### src/rtl/rotator_pkg.sv
// Shared constants, frame layout and tag type for the rotator scheduler.
package rotator_pkg;

    localparam int BUS_SIZE_DEF  = 32;
    localparam int WORD_SIZE_DEF = 4;
    localparam int WORD_NUM_DEF  = BUS_SIZE_DEF / WORD_SIZE_DEF;
    localparam int PAY_SIZE_DEF  = BUS_SIZE_DEF - 2 * WORD_SIZE_DEF;

    localparam logic [WORD_SIZE_DEF-1:0] HEADER_WORD = '1;

    typedef struct packed {
        logic valid;
        logic id;
    } tag_t;

    // The amount word doubles as the frame tail, so it is passed through untouched.
    function automatic logic [BUS_SIZE_DEF-1:0] build_frame(
        input logic [PAY_SIZE_DEF-1:0]  payload,
        input logic [WORD_SIZE_DEF-1:0] amount
    );
        return {HEADER_WORD, payload, amount};
    endfunction

endpackage

### src/rtl/rr_arbiter2.sv
// Two-way round-robin arbiter; the last-grant pointer resets to 1 so requester 0 wins first.
module rr_arbiter2 (
    input  logic       clk,
    input  logic       reset,
    input  logic [1:0] req,
    output logic [1:0] grant
);

    logic last_q;
    logic last_d;

    always_comb begin
        grant = 2'b00;
        if (reset) begin
            if (req[0] && req[1]) begin
                grant = last_q ? 2'b01 : 2'b10;
            end else begin
                grant = req;
            end
        end
    end

    always_comb begin
        last_d = last_q;
        if (grant[1]) begin
            last_d = 1'b1;
        end else if (grant[0]) begin
            last_d = 1'b0;
        end
    end

    always_ff @(posedge clk) begin
        if (!reset) begin
            last_q <= 1'b1;
        end else begin
            last_q <= last_d;
        end
    end

endmodule

### src/rtl/rotator_scheduler.sv
// Shares one word rotator between two requesters: issues frames, tracks ownership
// through the rotator latency, returns tagged results and counts errors per owner.
module rotator_scheduler
    import rotator_pkg::*;
#(
    parameter int BUS_SIZE    = BUS_SIZE_DEF,
    parameter int WORD_SIZE   = WORD_SIZE_DEF,
    parameter int WORD_NUM    = BUS_SIZE / WORD_SIZE,
    parameter int PAY_SIZE    = BUS_SIZE - 2 * WORD_SIZE,
    parameter int ROT_LATENCY = 1,
    parameter int ERR_CNT_W   = 8
) (
    input  logic                 clk,
    input  logic                 reset,
    input  logic                 req0_valid,
    output logic                 req0_ready,
    input  logic [PAY_SIZE-1:0]  req0_payload,
    input  logic [WORD_SIZE-1:0] req0_amount,
    input  logic                 req1_valid,
    output logic                 req1_ready,
    input  logic [PAY_SIZE-1:0]  req1_payload,
    input  logic [WORD_SIZE-1:0] req1_amount,
    output logic [BUS_SIZE-1:0]  rot_data_in,
    input  logic [BUS_SIZE-1:0]  rot_data_out,
    input  logic [WORD_NUM-1:0]  rot_control_out,
    input  logic                 rot_error_out,
    output logic                 rsp_valid,
    output logic                 rsp_id,
    output logic [BUS_SIZE-1:0]  rsp_data,
    output logic [WORD_NUM-1:0]  rsp_control,
    output logic                 rsp_error,
    output logic [ERR_CNT_W-1:0] err_cnt0,
    output logic [ERR_CNT_W-1:0] err_cnt1
);

    logic [1:0] grant;
    logic       transfer;

    logic [BUS_SIZE-1:0]  rot_data_in_q, rot_data_in_d;
    tag_t [ROT_LATENCY:0] tag_q, tag_d;
    tag_t                 resp_tag;
    logic                 rsp_valid_q, rsp_valid_d;
    logic                 rsp_id_q, rsp_id_d;
    logic [BUS_SIZE-1:0]  rsp_data_q, rsp_data_d;
    logic [WORD_NUM-1:0]  rsp_control_q, rsp_control_d;
    logic                 rsp_error_q, rsp_error_d;
    logic [ERR_CNT_W-1:0] err_cnt0_q, err_cnt0_d;
    logic [ERR_CNT_W-1:0] err_cnt1_q, err_cnt1_d;

    rr_arbiter2 u_arbiter (
        .clk   (clk),
        .reset (reset),
        .req   ({req1_valid, req0_valid}),
        .grant (grant)
    );

    assign req0_ready = grant[0];
    assign req1_ready = grant[1];
    assign transfer   = |grant;

    // Idle cycles drive an all-zero frame so the rotator never sees a valid header.
    always_comb begin
        rot_data_in_d = '0;
        if (transfer) begin
            rot_data_in_d = grant[1] ? build_frame(req1_payload, req1_amount)
                                     : build_frame(req0_payload, req0_amount);
        end
    end

    always_comb begin
        tag_d          = '0;
        tag_d[0].valid = transfer;
        tag_d[0].id    = grant[1];
        for (int i = 1; i <= ROT_LATENCY; i++) begin
            tag_d[i] = tag_q[i-1];
        end
    end

    assign resp_tag = tag_q[ROT_LATENCY];

    always_comb begin
        rsp_valid_d   = resp_tag.valid;
        rsp_id_d      = rsp_id_q;
        rsp_data_d    = rsp_data_q;
        rsp_control_d = rsp_control_q;
        rsp_error_d   = rsp_error_q;
        err_cnt0_d    = err_cnt0_q;
        err_cnt1_d    = err_cnt1_q;
        if (resp_tag.valid) begin
            rsp_id_d      = resp_tag.id;
            rsp_data_d    = rot_data_out;
            rsp_control_d = rot_control_out;
            rsp_error_d   = rot_error_out;
            if (rot_error_out) begin
                if (!resp_tag.id && (err_cnt0_q != '1)) begin
                    err_cnt0_d = err_cnt0_q + 1'b1;
                end
                if (resp_tag.id && (err_cnt1_q != '1)) begin
                    err_cnt1_d = err_cnt1_q + 1'b1;
                end
            end
        end
    end

    always_ff @(posedge clk) begin
        if (!reset) begin
            rot_data_in_q <= '0;
            tag_q         <= '0;
            rsp_valid_q   <= 1'b0;
            rsp_id_q      <= 1'b0;
            rsp_data_q    <= '0;
            rsp_control_q <= '0;
            rsp_error_q   <= 1'b0;
            err_cnt0_q    <= '0;
            err_cnt1_q    <= '0;
        end else begin
            rot_data_in_q <= rot_data_in_d;
            tag_q         <= tag_d;
            rsp_valid_q   <= rsp_valid_d;
            rsp_id_q      <= rsp_id_d;
            rsp_data_q    <= rsp_data_d;
            rsp_control_q <= rsp_control_d;
            rsp_error_q   <= rsp_error_d;
            err_cnt0_q    <= err_cnt0_d;
            err_cnt1_q    <= err_cnt1_d;
        end
    end

    assign rot_data_in = rot_data_in_q;
    assign rsp_valid   = rsp_valid_q;
    assign rsp_id      = rsp_id_q;
    assign rsp_data    = rsp_data_q;
    assign rsp_control = rsp_control_q;
    assign rsp_error   = rsp_error_q;
    assign err_cnt0    = err_cnt0_q;
    assign err_cnt1    = err_cnt1_q;

endmodule

### config.mk
export PLATFORM = sky130hd
export DESIGN_NAME = rotator_scheduler
export DESIGN_NICKNAME = d
export VERILOG_FILES = /design/src/rtl/rotator_pkg.sv /design/src/rtl/rr_arbiter2.sv /design/src/rtl/rotator_scheduler.sv
export SDC_FILE = /design/constraint.sdc
export NUM_CORES = 1
export LEC_CHECK = 0
export CORE_ASPECT_RATIO = 1.75
export CORE_MARGIN = 2
export CORE_UTILIZATION = 39
export DETAILED_ROUTE_END_ITERATION = 16
export PLACE_DENSITY_LB_ADDON = 0.2
export SKIP_LAST_GASP = 1
export SYNTH_ARGS = -nofsm -noshare
export SYNTH_HDL_FRONTEND = slang
export SYNTH_HIERARCHICAL = 1
export SYNTH_SLANG_ARGS = --single-unit
### constraint.sdc
create_clock -name clk -period 1.67 [get_ports clk]
set_input_delay 0.167 -clock clk [delete_from_list [all_inputs] [get_ports clk]]
set_output_delay 0.167 -clock clk [all_outputs]
set_load 0.01 [all_outputs]
==> impl_metrics.json, run 1 <==
{
  "status": "finished clean",
  "dieArea_mm2": 0.0100,
  "postCtsSetupRepairBufs": 0,
  "setup_viol": 0,
  "vias": 3098,
  "ioPinCount": 194,
  "cts_tree": "built",
  "fin_setup_tns_ns": 0,
  "grt_pass1_wl_um": 14200,
  "core_area_mm2": 0.00898,
  "mappedNetlistArea_mm2": 0.00359,
  "max_freq_ghz": 0.642,
  "worstMarginPinSlew_ns": 0.537,
  "p_leak_nw": 2.20,
  "hold_path.class": "input port to flip-flop",
  "synth-main-ff-cell": "dfxtp_1",
  "max_cap_viol_count": 0,
  "final_nets": 637,
  "worstPathRequired_ns": 1.50,
  "rsz0062_at_grt": "no",
  "antenna_found_initial": 0,
  "synth-seq-cells": 93,
  "synth_largest_area_cell": "dfxtp_1",
  "grt_pass1_vias": 2973,
  "post-dp-hpwl_um": 6910,
  "dr.pass1.iters": 4,
  "max_slew_margin_pct": 64.2,
  "place_congestion": 0.720,
  "path_buf_inv": 1,
  "wl_per_cell_um": 13.7,
  "port_buffers": 193,
  "fin_crit_ns": 1.56,
  "synth_nets": 445,
  "cts_hold_buffers": 0,
  "synthMostInstantiatedCell": "dfxtp_1",
  "via_per_inst": 4.70,
  "drt_iter0_markers": 77,
  "grt.total_usage_pct": 17.7,
  "n_antenna_cell": 0,
  "path_class": "flip-flop to primary output",
  "cts_sinks": 93,
  "drive_above_1_share_pct": 5.57,
  "path_cells": "clkdlybuf4s50_1",
  "power.total_mw": 5.16,
  "crit_path_max_fanout": 8,
  "cts.clk_slew.worst_paths_ns": 0.06,
  "ys_types": 33,
  "final_max_slew_viol_count": 0,
  "finalWirelength_um": 9020,
  "powerDensity_mw_per_mm2": 860,
  "max-vdd-ir-drop_v": 0.000576,
  "cts-root-buf": "clkbuf_16",
  "htree_levels": 3,
  "period_share_pct": 93.2,
  "cts_buffers": 9,
  "synth_edf_count": 0,
  "route.detailed.drc": 0,
  "synthArstFlopShare_pct": 0,
  "fillCellCount": 743,
  "synth_area_leaders": "dfxtp_1, mux2i_1, nor2b_1",
  "ys_seq_area_share_pct": 51.9,
  "grt_max_degree": 68,
  "cts_max_path_buffers": 2,
  "die_x_um": 76.5,
  "critical-path-top-delay-family": "buffers and inverters",
  "clk_latency_ns": 0.33,
  "initial_core_util_pct": 39.9,
  "hold_violations": 0,
  "ys_warn_count": 6,
  "syn2layout_area_growth_pct": 67.3,
  "critPathCaptureType": "primary output",
  "synthTopCellsByCount": "dfxtp_1, mux2i_1, nor2b_1, nor2_1, nand2_1",
  "postRouteAntennaNets": 0,
  "fin_worst_skew_ns": 0.00511,
  "yosysTopAreaCellShare_pct": 51.9,
  "syn_inst": 342,
  "max_stage_delay_ns": 0.59,
  "arrival_ns": 1.39,
  "rows": 46,
  "critPathLaunchType": "flip-flop",
  "syn_avg_cell_area_um2": 10.5,
  "die_h_um": 131,
  "grt_overflow": 0,
  "crit_slowest_cell": "clkdlybuf4s50_1"
}
cell families after synthesis:
group	share of synthesized area (%)
adder cells (fa/ha/maj)	0.698
AO/OA/AOI/OAI	4.19
buffers and inverters	3.18
XOR/XNOR	0.977
multiplexers	19.8
flip-flops	51.9
AND/OR/NAND/NOR	19.2
report_power, final:
part           internal, mW  switching (mW)  leakage, nW
Sequential             2.29          0.0297        0.756
Clock                  1.39           0.802        0.163
Combinational         0.430           0.218         1.29
Total                  4.11            1.05         2.20
stage by stage:
stage | area [um2] | hold WS (ns) | setup slack, ns | utilization, % | std cells
5_1_grt | 6000 | 0.426 | 0.0000955 | 66.8 | 659
2_1_floorplan | 3590 | 0.239 | 0.108 | - | 342
6_report | 6000 | 0.396 | 0.113 | 66.8 | 659
3_3_place_gp | 5670 | 0.419 | 0.0478 | 63.1 | 643
4_1_cts | 6000 | 0.396 | 0.0354 | 66.8 | 659
3_5_place_dp | 5670 | 0.419 | 0.0207 | 63.1 | 643
worst paths after layout:
kind / from / end / slack, ns / cells after the start
max reg2reg: err_cnt0[1]$_SDFFE_PN0P_ / err_cnt0[5]$_SDFFE_PN0P_ / 0.13 / 5
max: err_cnt1[3]$_SDFFE_PN0P_ / err_cnt1[3] / 0.11 / 1
min reg2reg: tag_d[2]$_SDFF_PN0_ / resp_tag[0]$_SDFF_PN0_ / 0.43 / 1
min: reset / u_arbiter/last_q$_SDFFE_PP1P_ / 0.40 / 3
sequential cells by signal, summed over array words and instances, names as in the netlist:
name and cells:
err_cnt1 8, rsp_error 1, rot_data_in 29, rsp_id 1, tag_d 2, rsp_control 8, resp_tag 1, rsp_data 32
rsp_valid 1, u_arbiter/last_q 1, rsp_valid_d 1, err_cnt0 8
final cells by class:
cell class                      count  area, um2  area share [%]
Clock buffer                       12        256            4.28
Clock inverter                      4       70.1            1.17
Inverter                            3       11.3           0.188
Sequential cell                    93       1860            31.1
Timing Repair Buffer              202       2020            33.7
Tap cell                          120        150            2.50
Multi-Input combinational cell    225       1630            27.1
layout by cell type, fill, tap and decap left out, types with 2 or more instances in the layout:
cell type | synthesis | final
and4_1 | 2 | 2
clkinv_2 | 0 | 2
or3_1 | 2 | 2
clkbuf_8 | 0 | 2
nand2b_1 | 2 | 2
nand4_1 | 6 | 6
clkdlybuf4s50_1 | 0 | 190
buf_4 | 4 | 7
clkbuf_16 | 0 | 9
ha_1 | 2 | 2
buf_12 | 0 | 2
nand2_1 | 11 | 11
nor2_1 | 30 | 30
bufinv_16 | 0 | 2
xor2_1 | 2 | 2
nand3_1 | 10 | 10
xnor2_1 | 2 | 2
a41o_1 | 2 | 2
mux2i_1 | 71 | 71
and3b_1 | 2 | 2
nor2b_1 | 43 | 43
and3_1 | 4 | 4
and2_1 | 10 | 10
a31oi_1 | 3 | 3
dfxtp_2 | 0 | 2
inv_1 | 3 | 3
a21boi_1 | 2 | 2
o21ai_0 | 9 | 7
dfxtp_1 | 93 | 91
layer usage:
metal / vias up / track usage [%] / wire length, um / share of wire (%)
li1: 1546 / - / - / -
met1: 1402 / 18.1 / 3220 / 36
met3: 11 / 7.55 / 842 / 9.3
met4: 0 / 7.17 / 127 / 1.4
met2: 139 / 32.0 / 4820 / 53
met5: - / 0 / 0 / 0
repair_timing:
item	CTS	global route
gates resized for setup	2	2
pin swaps	0	3
setup endpoints to repair	1	5
Power figures use the tool's default switching activity.
==> run 2: changes to the inputs <==
--- a/config.mk
+++ b/config.mk
@@ -8,6 +8,7 @@
 export CORE_ASPECT_RATIO = 1.75
 export CORE_MARGIN = 2
 export CORE_UTILIZATION = 39
+export CTS_BUF_LIST = sky130_fd_sc_hd__clkbuf_4 sky130_fd_sc_hd__clkbuf_8 sky130_fd_sc_hd__clkbuf_16
 export DETAILED_ROUTE_END_ITERATION = 16
 export PLACE_DENSITY_LB_ADDON = 0.2
 export SKIP_LAST_GASP = 1
==> run 2 against run 1 <==
Against the previous run:
- sequential power about the same
- critical path depth unchanged
- hold slack got worse by 0.00050 ns
- setup slack unchanged
- via count about the same
- first-iteration DRC count unchanged
- fmax unchanged
- global-route usage about the same
- clock-buffer cell count unchanged
- sequential share of layout area about the same
- critical endpoint unchanged
- highest routed layer unchanged
==> impl_metrics.json, run 2 (synthesized netlist as in run 1, its figures left out) <==
{
  "status": "finished clean",
  "ioPinCount": 194,
  "cts_tree": "built",
  "setup_viol": 0,
  "antenna_found_initial": 0,
  "hold_violations": 0,
  "port_buffers": 193,
  "wl_per_cell_um": 13.7,
  "switching_share_pct": 20.3,
  "hold_path.class": "input port to flip-flop",
  "drive_above_1_share_pct": 5.75,
  "pwr-share-comb_pct": 12.5,
  "arrival_ns": 1.39,
  "path_buf_inv": 1,
  "postCtsSetupRepairBufs": 0,
  "final_max_slew_viol_count": 0,
  "initial_core_util_pct": 39.9,
  "dieArea_mm2": 0.0100,
  "post-dp-hpwl_um": 6910,
  "path_cells": "clkdlybuf4s50_1",
  "p_leak_nw": 2.21,
  "fin_hold_ws_ns": 0.396,
  "die_x_um": 76.5,
  "cts-root-buf": "clkbuf_16",
  "crit_path_max_fanout": 8,
  "core_area_mm2": 0.00898,
  "stdcell_count": 659,
  "cts.clk_slew.worst_paths_ns": 0.06,
  "worstMarginPinSlew_ns": 0.535,
  "grt_max_degree": 68,
  "p_seq_share_pct": 44.8,
  "crit_slowest_cell": "clkdlybuf4s50_1",
  "place_inst": 643,
  "period_share_pct": 93.2,
  "grt.total_usage_pct": 17.7,
  "fillCellCount": 745,
  "post-route-util_pct": 66.8,
  "max-vdd-ir-drop_v": 0.000576,
  "powerDensity_mw_per_mm2": 862,
  "place_congestion": 0.720,
  "dr.pass1.iters": 4,
  "fin_worst_skew_ns": 0.00510,
  "finalWirelength_um": 9010,
  "power_frac_clock_pct": 42.6,
  "max_freq_ghz": 0.642,
  "htree_levels": 3,
  "fin_setup_tns_ns": 0,
  "power_switching_mw": 1.05,
  "critPathLaunchType": "flip-flop",
  "route.detailed.drc": 0,
  "grt_pass1_wl_um": 14200,
  "drt_iter0_markers": 77,
  "layout_common_cells": "clkdlybuf4s50_1, dfxtp_1, mux2i_1",
  "grt_pass1_vias": 2986,
  "critPathCaptureType": "primary output",
  "cts_buffers": 9,
  "path_class": "flip-flop to primary output",
  "cts_max_path_buffers": 2,
  "max_stage_delay_ns": 0.59,
  "cts_sinks": 93,
  "critical-path-top-delay-family": "buffers and inverters",
  "postRouteAntennaNets": 0,
  "largest_reg_flops": 32,
  "vias": 3100,
  "final_nets": 637,
  "die_h_um": 131,
  "final_common_cell": "clkdlybuf4s50_1",
  "n_antenna_cell": 0,
  "worstPathRequired_ns": 1.50,
  "grt_overflow": 0,
  "fin_crit_ns": 1.56,
  "p_int_mw": 4.12,
  "via_per_inst": 4.70,
  "rsz0062_at_grt": "no",
  "clk_latency_ns": 0.33,
  "rows": 46,
  "syn2layout_area_growth_pct": 67.4,
  "max_slew_margin_pct": 64.3,
  "max_cap_viol_count": 0
}
run 2: cell counts in the layout (fill, tap and decap cells not counted):
Identical to the previous run, type by type.
run 2: power by group through the flow:
stage	logic, mW	registers, mW	clock network, mW
floorplan	0.204	2.40	0
global route	0.698	2.33	2.36
global placement	0.647	2.36	0
detailed placement	0.656	2.37	0
CTS	0.659	2.32	2.26
finish	0.648	2.32	2.21
run 2: cell type report:
type | instances | area (um2) | area share, %
clock inverter | 4 | 70.1 | 1.17
tap | 120 | 150 | 2.50
clock buffer | 12 | 260 | 4.34
sequential | 93 | 1860 | 31.1
multi-input combinational | 225 | 1630 | 27.1
inverter | 3 | 11.3 | 0.188
timing repair buffer | 202 | 2020 | 33.7
run 2: metrics by stage:
step / instance area, um2 / total power, mW / setup WS (ns)
after global routing: 6000 / 5.38 / 0.00333
after detailed placement: 5670 / 3.02 / 0.0207
after floorplan: 3590 / 2.60 / 0.108
final: 6000 / 5.17 / 0.113
after CTS: 6000 / 5.24 / 0.0354
after global placement: 5670 / 3.01 / 0.0478
run 2: worst paths after layout:
kind | startpoint | depth (start not counted) | slack (ns) | end
worst max-delay path | err_cnt1[3]$_SDFFE_PN0P_ | 1 | 0.11 | err_cnt1[3]
worst min-delay path | reset | 3 | 0.40 | u_arbiter/last_q$_SDFFE_PP1P_
worst max register to register | err_cnt0[1]$_SDFFE_PN0P_ | 5 | 0.12 | err_cnt0[7]$_SDFFE_PN0P_
worst min register to register | tag_d[2]$_SDFF_PN0_ | 1 | 0.43 | resp_tag[0]$_SDFF_PN0_
run 2: repair_timing:
| action | CTS | global route |
|---|---|---|
| setup endpoints to repair | 1 | 5 |
| gates resized for setup | 2 | 2 |
| hold buffers | 0 | 0 |
| pin swaps | 0 | 1 |
run 2: per-layer routing:
layer / global-route usage, % / vias up / routed length, um
met4: 7.17 / 0 / 127
met1: 18.0 / 1405 / 3220
met5: 0 / - / 0
met3: 7.55 / 11 / 843
met2: 32.1 / 139 / 4810
li1: - / 1545 / -
